===== config.mk =====
export PLATFORM = sky130hd
export DESIGN_NAME = if_id_buffer
export DESIGN_NICKNAME = d
export VERILOG_FILES = /design/src/rtl/if_id_buffer.sv
export SDC_FILE = /design/constraint.sdc
export NUM_CORES = 1
export LEC_CHECK = 0
export BUFFER_PORTS_ARGS = -buffer_cell sky130_fd_sc_hd__buf_2
export CAP_MARGIN = 40
export CORE_UTILIZATION = 35
export DETAILED_ROUTE_END_ITERATION = 10
export GPL_TIMING_DRIVEN = 0
export SETUP_SLACK_MARGIN = 0.2
export SYNTH_ARGS = -nofsm -noshare
export SYNTH_HDL_FRONTEND = slang
export SYNTH_SLANG_ARGS = --single-unit

===== constraint.sdc =====
create_clock -name clk -period 2.75 [get_ports clk]
set_input_delay 0.275 -clock clk [delete_from_list [all_inputs] [get_ports clk]]
set_output_delay 0.275 -clock clk [all_outputs]
set_load 0.02 [all_outputs]

===== src/rtl/if_id_buffer.sv =====
// if_id_buffer: two-entry elastic buffer between instruction fetch and decode.
// Ports:
//   clk       - clock, rising edge
//   rst       - asynchronous active-low reset
//   if_valid  - fetch presents {if_pc, if_instr}
//   if_pc     - fetched PC
//   if_instr  - fetched instruction
//   if_ready  - buffer can accept an entry (registered state only)
//   id_valid  - head entry valid for decode
//   id_pc     - head entry PC
//   id_instr  - head entry instruction, NOP_INSTR when empty
//   id_ready  - decode consumes head entry
//   flush     - discard all entries, overrides same-cycle enq/deq
//   occupancy - number of valid entries, 0..2
module if_id_buffer #(
    parameter int              XLEN      = 32,
    parameter logic [XLEN-1:0] NOP_INSTR = 32'h00000013
) (
    input  logic            clk,
    input  logic            rst,
    input  logic            if_valid,
    input  logic [XLEN-1:0] if_pc,
    input  logic [XLEN-1:0] if_instr,
    output logic            if_ready,
    output logic            id_valid,
    output logic [XLEN-1:0] id_pc,
    output logic [XLEN-1:0] id_instr,
    input  logic            id_ready,
    input  logic            flush,
    output logic [1:0]      occupancy
);
    logic [XLEN-1:0] r_pc [2];
    logic [XLEN-1:0] r_instr [2];
    logic            r_wr_ptr;
    logic            r_rd_ptr;
    logic [1:0]      r_count;
    logic            w_enq;
    logic            w_deq;

    assign if_ready  = r_count != 2'd2;
    assign id_valid  = r_count != 2'd0;
    assign id_pc     = r_pc[r_rd_ptr];
    assign id_instr  = id_valid ? r_instr[r_rd_ptr] : NOP_INSTR;
    assign occupancy = r_count;
    assign w_enq     = if_valid & if_ready;
    assign w_deq     = id_valid & id_ready;

    always_ff @(posedge clk or negedge rst) begin
        if (!rst) begin
            r_count  <= 2'd0;
            r_wr_ptr <= 1'b0;
            r_rd_ptr <= 1'b0;
            for (int i = 0; i < 2; i++) begin
                r_pc[i]    <= '0;
                r_instr[i] <= NOP_INSTR;
            end
        end else if (flush) begin
            r_count  <= 2'd0;
            r_wr_ptr <= 1'b0;
            r_rd_ptr <= 1'b0;
        end else begin
            if (w_enq) begin
                r_pc[r_wr_ptr]    <= if_pc;
                r_instr[r_wr_ptr] <= if_instr;
                r_wr_ptr          <= ~r_wr_ptr;
            end
            if (w_deq)
                r_rd_ptr <= ~r_rd_ptr;
            // enq and deq together cancel, leaving the count unchanged
            r_count <= r_count + {1'b0, w_enq} - {1'b0, w_deq};
        end
    end
endmodule


Word level (Yosys, flattened, before mapping)

Index checks and enable logic that the tools add are counted.

Flip-flop bits (word level): 132
Bits of input ports: 69
Output and inout bits: 68
Logic and storage cells: 41

$add $sub $neg: 2
Magnitude comparators: 3
Equality and inequality tests: 1
Muxes and demuxes: 16
Bitwise gates (word level): 7
Reductions and logical operators: 5

Operators by type and width:

| operator                                                  | number |
|---|---|
| two-way mux 32 bit                                        | 8 |
| bitwise mux 64 bit                                        | 2 |
| demux 32 bit (select 1 bit)                               | 1 |
| nonzero test 2 bit                                        | 3 |
| greater-or-equal comparator 2 bit (second input constant) | 2 |
| two-way mux 1 bit                                         | 4 |
| inverter 1 -> 2 bit                                       | 2 |
| inverter 1 bit                                            | 3 |
| adder 2 x 1 -> 2 bit                                      | 1 |
| bitwise AND 1 bit                                         | 2 |
| < comparator 2 x 1 -> 1 bit (second input constant)       | 1 |
| two-way mux 2 bit                                         | 1 |
| inequality test 2 bit (second input constant)             | 1 |
| AND reduction 2 bit                                       | 1 |
| subtractor 2 x 1 -> 2 bit                                 | 1 |
| logical AND 1 bit                                         | 1 |

Depth between registers and ports, before layout

Gate-level depths: netlist of the first run.

Depth in word-level cells: 6
Depth in mapped cells: 9
Gate-level depth less buffers: 9

Worst setup path before layout of the first run

Ideal clock, no wire load.

Kind: reg-to-reg
Start point: reg r_count[0], in the netlist occupancy[0]
End point: reg r_count[1], in the netlist occupancy[1]
Setup time: 0.086 ns
Arrival time: 1.831 ns
Data required time: 2.664 ns
Slack: 0.833 ns
Stages on the path, launching flop included: 10
Cells stage by stage: dfrtp_1 -> and2b_4 -> inv_1 -> nand2_1 -> ha_1 -> inv_1 -> ha_1 -> xor2_1 -> and2_1 -> nor3_1

Cells in the longest elaborated chain, start to end: 5
Elaborated cells on any way between the ends: 7

RTL lines:

| element                   | RTL line | source |
|---|---|---|
| from (decl)               | 36       | `logic [1:0] r_count;` |
| from (signal assigned)    | 70       | `r_count <= r_count + {1'b0, w_enq} - {1'b0, w_deq};` |
| inequality test 2 bit     | 40       | `assign if_ready = r_count != 2'd2;` |
| named net if_ready        | 24       | `output logic if_ready,` |
| bitwise AND 1 bit         | 45       | `assign w_enq = if_valid & if_ready;` |
| adder 2 x 1 -> 2 bit      | 70       |  |
| subtractor 2 x 1 -> 2 bit | 70       |  |
| two-way mux 2 bit         | 57       | `end else if (flush) begin` |

The timed path passes the listed nets, and every way through them passes these cells.
A chain may end at the register's enable or synchronous reset.

Worst setup path after layout of the first run

Start point: reg r_rd_ptr
End point: out id_pc[29]

Cells in the longest elaborated chain, start to end: 4

RTL lines:

| element                                                | RTL line | source |
|---|---|---|
| from (decl)                                            | 35       | `logic r_rd_ptr;` |
| from (signal assigned)                                 | 68       | `r_rd_ptr <= ~r_rd_ptr;` |
| inverter 1 -> 2 bit (implied by the code)              | 42       | `assign id_pc = r_pc[r_rd_ptr];` |
| two-way mux 32 bit (implied by the code) (3 in series) | 42       |  |
| to (decl)                                              | 26       | `output logic [XLEN-1:0] id_pc,` |

Every way passes these cells. The select of a mux whose other input is x is not followed.

==> results.md, run 1 <==
* Biggest cell delay along the critical path at 0.38 ns
* Reg2reg end: r_pc[39]
* Vias at 3785
* Async SR Flop Fraction at 100%
* Total track usage at 15.5%
* Drt pass-1 iters at 4
* CP required at 2.48 ns
* WP data arrival at 1.94 ns
* Maximum vdd ir drop at 0.794 mV
* Hold Vio Cnt, Final at 0
* Worst-margin pin slew at 0.607 ns
* Final setup vio count at 0
* Root buffer cell: clkbuf_16
* Yosys warnings at 0
* Row count at 47
* Worst Min Path Start: if_pc[5]
* Peak Freq at 451 MHz
* Cell family with most CP delay: buffers and inverters
* Reg clk slew, reported paths at 0.06 ns
* Hold Path Depth at 2
* H-Tree Depth at 4
* First-pass GRT wire length at 21200 µm
* Pre-CTS setup slack at 0.628 ns
* DRT Wirelength at 13000 µm
* Post-synth cell types at 24
* EDFF count, synth at 0
* CTS tree: yes
* DIE AREA at 17800 µm²
* Total CTS buffers at 17
* Hold WC Path Type: in -> reg
* Post-layout min period at 2.22 ns
* Crit Path Category: reg -> out
* Post-synthesis sequential area ratio at 54.7%
* DRT iter0 DRCs at 92
* Final worst path period share at 80.6%
* Max Cap Viol at 0
* Final #Nets at 631
* Slowest cell on crit path: mux2_2
* Setup TNS at 0 ns
* Detailed Place HPWL at 9090 µm
* Crit-path max FO at 10
* Post-synth net total at 473
* # diodes at 0
* Reg2Reg Depth at 5
* Drt wl/cell at 16.4 µm
* Remaining DRCs at 0
* Antenna viol nets, final at 0
* Die Height at 134 µm
* Layout cell share with drive strength beyond 1 at 62.7%
* PwrDens at 1300 nW/µm²
* Die span in x at 134 µm
* Primary FF master, synth: dfrtp_1
* Clk_lat worst skew at 0.41 ns
* Internal reg-to-reg setup slack at 0.84 ns
* Critical path capture point type: output port
* Status: finished clean
* RSZ-0062 raised after global routing: false
* Buf+Inv Stages, Crit Path at 3
* Fill cells at 1521
* Type of origin of the critical path: flip-flop
* P_leak at 3.64 nW
* CP cell instances: buf_2, buf_2, mux2_2, buf_2
* Layout area overhead at 27.9%
* Synth Area per Inst at 15.1 µm²
* Synthesized area at 6060 µm²
* Syn Inst Count at 402
* Gr ovfl total at 0
* Clk buf depth at 2
* Final Slew Violations at 0
* Final worst slack at 0.533 ns
* Starting Density at 36.1%
* Initial antenna violation count at 1
* Most frequent CP cell: buf_2
* GPL Wtd Cong at 0.745
* Ports at 137
* Core box area at 16800 µm²
* #FFs+latches synth at 132
* CTS sink cnt at 132
* Port Buffers at 136
* Fin Hold WS at 0.109 ns
* Max-slew headroom at 59.5%
* Tot Pwr at 10.0 mW
* Clock Skew at 0.00517 ns
* Largest net degree at the start of global routing at 92
* WHS Endpoint: r_pc[37]
* Number of global-route vias before repair at 4172
* Worst R2R Start: occupancy[1]
* Post-DR vias/cell at 4.77
## registers in the layout (all words and copies together), names as in the netlist
register	count
r_instr	64
r_pc	64
occupancy	2
r_rd_ptr	1
r_wr_ptr	1
## cell type report
cell class | count | area, µm² | share of cell area [%]
timing repair buffer | 139 | 736 | 9.49
multi-input combinational | 242 | 2570 | 33.1
sequential | 132 | 3310 | 42.7
tap | 220 | 275 | 3.55
clock buffer | 21 | 480 | 6.20
inverter | 5 | 18.8 | 0.242
clock inverter | 11 | 196 | 2.54
buffer | 23 | 164 | 2.12
## power breakdown
| part | switching [mW] | internal [mW] | leakage [nW] | total, mW |
|---|---|---|---|---|
| clock | 0.833 | 1.71 | 0.326 | 2.54 |
| combinational | 2.06 | 2.03 | 1.75 | 4.09 |
| sequential | 0.490 | 2.93 | 1.57 | 3.42 |
## Yosys cell counts (all sizes together), types with 2 or more instances
cell,number,area share [%]
mux2i,32,5.3
clkbuf,4,0.25
o21ai,2,0.17
xor2,2,0.29
dfstp,6,2.6
mux2,160,33
buf,19,2.4
nand2,4,0.25
ha,2,0.41
dfrtp,126,52
nor2,32,2.0
inv,5,0.31
## through the flow
step           cell area, µm²  instances  util (%)
2_1_floorplan            6060        402         -
3_3_place_gp             7010        758      41.8
3_5_place_dp             7060        760      42.1
4_1_cts                  7750        793      46.2
5_1_grt                  7750        793      46.2
6_report                 7750        793      46.2
## what timing repair did
item | CTS | global route
buffers inserted | 0 | 0
setup endpoints to repair | 7 | 13
hold endpoints to repair | 41 | 0
gates resized for setup | 1 | 3
hold buffers | 1 | 0
gates cloned | 0 | 0
## routing by layer
metal  up-vias  part of all wire [%]  global-route usage (%)
met4         0                   1.5                    5.43
met2       124                    48                    25.7
met3        16                   7.1                    6.28
li1       1735                     -                       -
met5         -                     0                       0
met1      1910                    43                    18.0
## placed cells by master (no fill, tap or decap)
master / count
bufinv_16: 5
nor3_1: 1
clkbuf_8: 4
nor2_1: 32
o21ai_0: 2
clkinv_2: 1
buf_16: 1
buf_4: 6
clkinv_4: 2
clkbuf_16: 17
clkbuf_2: 2
mux2i_1: 32
inv_1: 5
nand2_1: 4
mux2_2: 110
and2b_4: 1
clkinvlp_4: 2
nand4b_1: 1
buf_2: 141
inv_6: 1
buf_6: 8
dfstp_2: 6
nor4_4: 1
dlygate4sd3_1: 1
and2_1: 1
a21oi_1: 1
xor2_1: 2
dfrtp_1: 126
ha_1: 2
nor2b_1: 1
mux2_4: 50
clkbuf_1: 3
or3_2: 1
## how the worst max path moves through the flow
stage,slack (ns),cells after the start,startpoint,end
final,0.53,4,r_rd_ptr,id_pc[29]
after global routing,0.33,4,occupancy[1],id_instr[11]
after CTS,0.24,4,r_rd_ptr,id_pc[16]
after detailed placement,0.63,4,r_rd_ptr,id_pc[29]
after global placement,-0.27,1,rst,r_pc[51]
after floorplan,0.83,9,occupancy[0],occupancy[1]
## worst register-to-register path: stages (launching register included)
cell and delay (ns):
dfrtp_1 0.43, and2b_4 0.21, nor4_4 0.42, buf_6 0.22
buf_6 0.20, mux2_4 0.32
## cells by family after synthesis
kind of cell / count (synthesis) / synth area share, %
AO/OA/AOI/OAI: 3 / 0.248
XOR/XNOR: 2 / 0.289
adder cells (fa/ha/maj): 2 / 0.413
buffers and inverters: 28 / 2.95
flip-flops: 132 / 54.7
multiplexers: 192 / 38.1
AND/OR/NAND/NOR: 43 / 3.31
No activity file was read; power rests on OpenSTA's default activity.
==> run 2, diff against run 1 <==
- ABC_AREA: default -> 1
- clock period: 2.75 -> 1.86 ns (I/O delays scaled with it)
==> run 2 against run 1 <==
Net effect: sequential share of layout area down 6.6 points; first-iteration DRC count rose to 3.7 times the previous value; final cell count up 55%; critical path depth up 2; register-to-register slack worse by 0.53 ns; sequential power up 51%; die area up 5.8%; critical endpoint is now id_instr[27].
==> results.md, run 2 <==
* Buf+Inv Stages, Crit Path at 4
* WP data arrival at 1.61 ns
* P_leak at 4.74 nW
* Row count at 49
* Initial antenna violation count at 0
* Async SR Flop Fraction at 100%
* Hold Vio Cnt, Final at 0
* Die span in x at 137 µm
* Tot Pwr at 16.6 mW
* Clock Skew at 0.00677 ns
* Most frequent cells in the layout: nand2_1 (394), nand4_1 (128), dfrtp_1 (123)
* CTS sink cnt at 132
* Post-synthesis sequential area ratio at 51.6%
* Syn Inst Count at 813
* CP cell instances: buf_12, clkinv_16, clkbuf_16, nand2_4, a21oi_4, buf_6
* Clk_lat worst skew at 0.43 ns
* RSZ-0062 raised after global routing: true
* CTS tree: yes
* Remaining DRCs at 0
* Crit-path max FO at 8
* Root buffer cell: clkbuf_16
* Count leader, synth: nand2_1
* Synth top area cells: dfrtp_1 (49%), nand2_1 (25%), nand4_1 (12%), buf_2 (3.1%), dfstp_2 (2.5%)
* Final setup vio count at 0
* Die Height at 137 µm
* Fin Hold WS at 0.0165 ns
* H-Tree Depth at 4
* DIE AREA at 18900 µm²
* #FFs+latches synth at 132
* Setup TNS at 0 ns
* Total CTS buffers at 17
* Cell family with most CP delay: buffers and inverters
* Worst-margin pin slew at 0.826 ns
* Primary FF master, synth: dfrtp_1
* Yosys top cell by area: dfrtp_1
* # diodes at 0
* Crit Path Category: reg -> out
* Peak Freq at 557 MHz
* Slowest cell on crit path: dfrtp_2
* Post-layout min period at 1.79 ns
* Gr ovfl total at 0
* Starting Density at 35.7%
* Core box area at 18000 µm²
* Synth top area share at 49.1%
* Final Non-Filler Cells at 1233
* Number of global-route vias before repair at 5963
* Reg clk slew, reported paths at 0.06 ns
* Clk buf depth at 2
* Synth Area per Inst at 7.89 µm²
* First-pass GRT wire length at 32200 µm
* Post-synth net total at 884
* Synthesized area at 6420 µm²
* Post-DR vias/cell at 5.06
* Final Slew Violations at 0
* Final #Nets at 1062
* Placed cells at 1178
* Maximum vdd ir drop at 0.821 mV
* Detailed Place HPWL at 13200 µm
* DRT Wirelength at 20800 µm
* Post-synth top cells: nand2_1 (424), nand4_1 (128), dfrtp_1 (126)
* Layout cell share with drive strength beyond 1 at 32.9%
* Final worst path period share at 96.5%
* Status: finished clean
* Yosys warnings at 0
* PwrDens at 1810 nW/µm²
* Type of origin of the critical path: flip-flop
* Layout area overhead at 42.9%
* Ports at 137
* Total track usage at 22.9%
* GPL Wtd Cong at 0.789
* Most common cell after layout, fill and taps aside: nand2_1
* Max Cap Viol at 0
* Drt pass-1 iters at 5
* EDFF count, synth at 0
* Hold WC Path Type: in -> reg
* Biggest cell delay along the critical path at 0.44 ns
* Largest net degree at the start of global routing at 85
* Port Buffers at 135
* Critical path capture point type: output port
* Antenna viol nets, final at 0
* Drt wl/cell at 16.9 µm
* Vias at 6244
* Max-slew headroom at 45.0%
* DRT iter0 DRCs at 342
* Post-synth cell types at 17
* CP required at 1.67 ns
## run 2: cells by family (layout without fill, tap and decap cells)
logic type | after synthesis | in the layout | share of synthesized area (%)
AND/OR/NAND/NOR | 568 | 568 | 38.5
flip-flops | 132 | 132 | 51.6
buffers and inverters | 81 | 272 | 7.16
AO/OA/AOI/OAI | 30 | 30 | 2.34
adder cells (fa/ha/maj) | 2 | 2 | 0.390
## run 2: layout make-up
| type | instances | area [µm²] |
|---|---|---|
| clock inverter | 9 | 103 |
| tap | 229 | 287 |
| timing repair buffer | 158 | 1290 |
| fill | 1743 | 8800 |
| buffer | 72 | 631 |
| inverter | 9 | 60.1 |
| multi-input combinational | 600 | 2990 |
| sequential | 132 | 3310 |
| timing repair inverter | 1 | 7.51 |
| clock buffer | 23 | 478 |
## run 2: per-stage QoR
| step | cell area (µm²) | util (%) | setup slack (ns) |
|---|---|---|---|
| 2_1_floorplan | 6420 | - | 0.223 |
| 3_5_place_dp | 7410 | 41.3 | 0.0304 |
| 4_1_cts | 8710 | 48.5 | 0.0409 |
| 6_report | 9170 | 51.0 | 0.0656 |
| 3_3_place_gp | 7380 | 41.1 | -1.64 |
| 5_1_grt | 9170 | 51.0 | 0.00931 |
## run 2: worst paths after layout
check	depth (start not counted)	from	slack [ns]	endpoint
min reg2reg	2	r_instr[32]	0.46	r_instr[32]
max reg2reg	8	occupancy[1]	0.31	occupancy[1]
min in group asynchronous	2	rst	0.41	r_pc[57]
max in group asynchronous	3	rst	0.66	r_instr[36]
min	3	if_instr[1]	0.02	r_instr[33]
max	6	r_rd_ptr	0.07	id_instr[27]
## run 2: tightest hold or removal path, cell delays in order
cell	delay, ns
buf_2	0.12
nand4_1	0.08
nand2_1	0.05
## run 2: where the power goes
part           switching (mW)  internal [mW]
clock network            1.26           2.07
logic                    4.62           3.47
registers               0.857           4.29
## run 2: timing repair
item | CTS | global route
hold buffers | 2 | 0
setup buffers | 10 | 5
gates resized for setup | 155 | 107
hold endpoints to repair | 80 | 0
endpoints found under the setup margin | 67 | 67
pin swaps | 8 | 20
cloned | 5 | 1
## run 2: layer usage
| layer | global-route usage, % | vias to the layer above | part of all wire (%) |
|---|---|---|---|
| met3 | 4.34 | 27 | 5.2 |
| met2 | 36.7 | 186 | 48 |
| met1 | 30.9 | 2977 | 46 |
| met4 | 7.75 | 0 | 1.5 |
| met5 | 0 | - | 0 |
| li1 | - | 3054 | - |
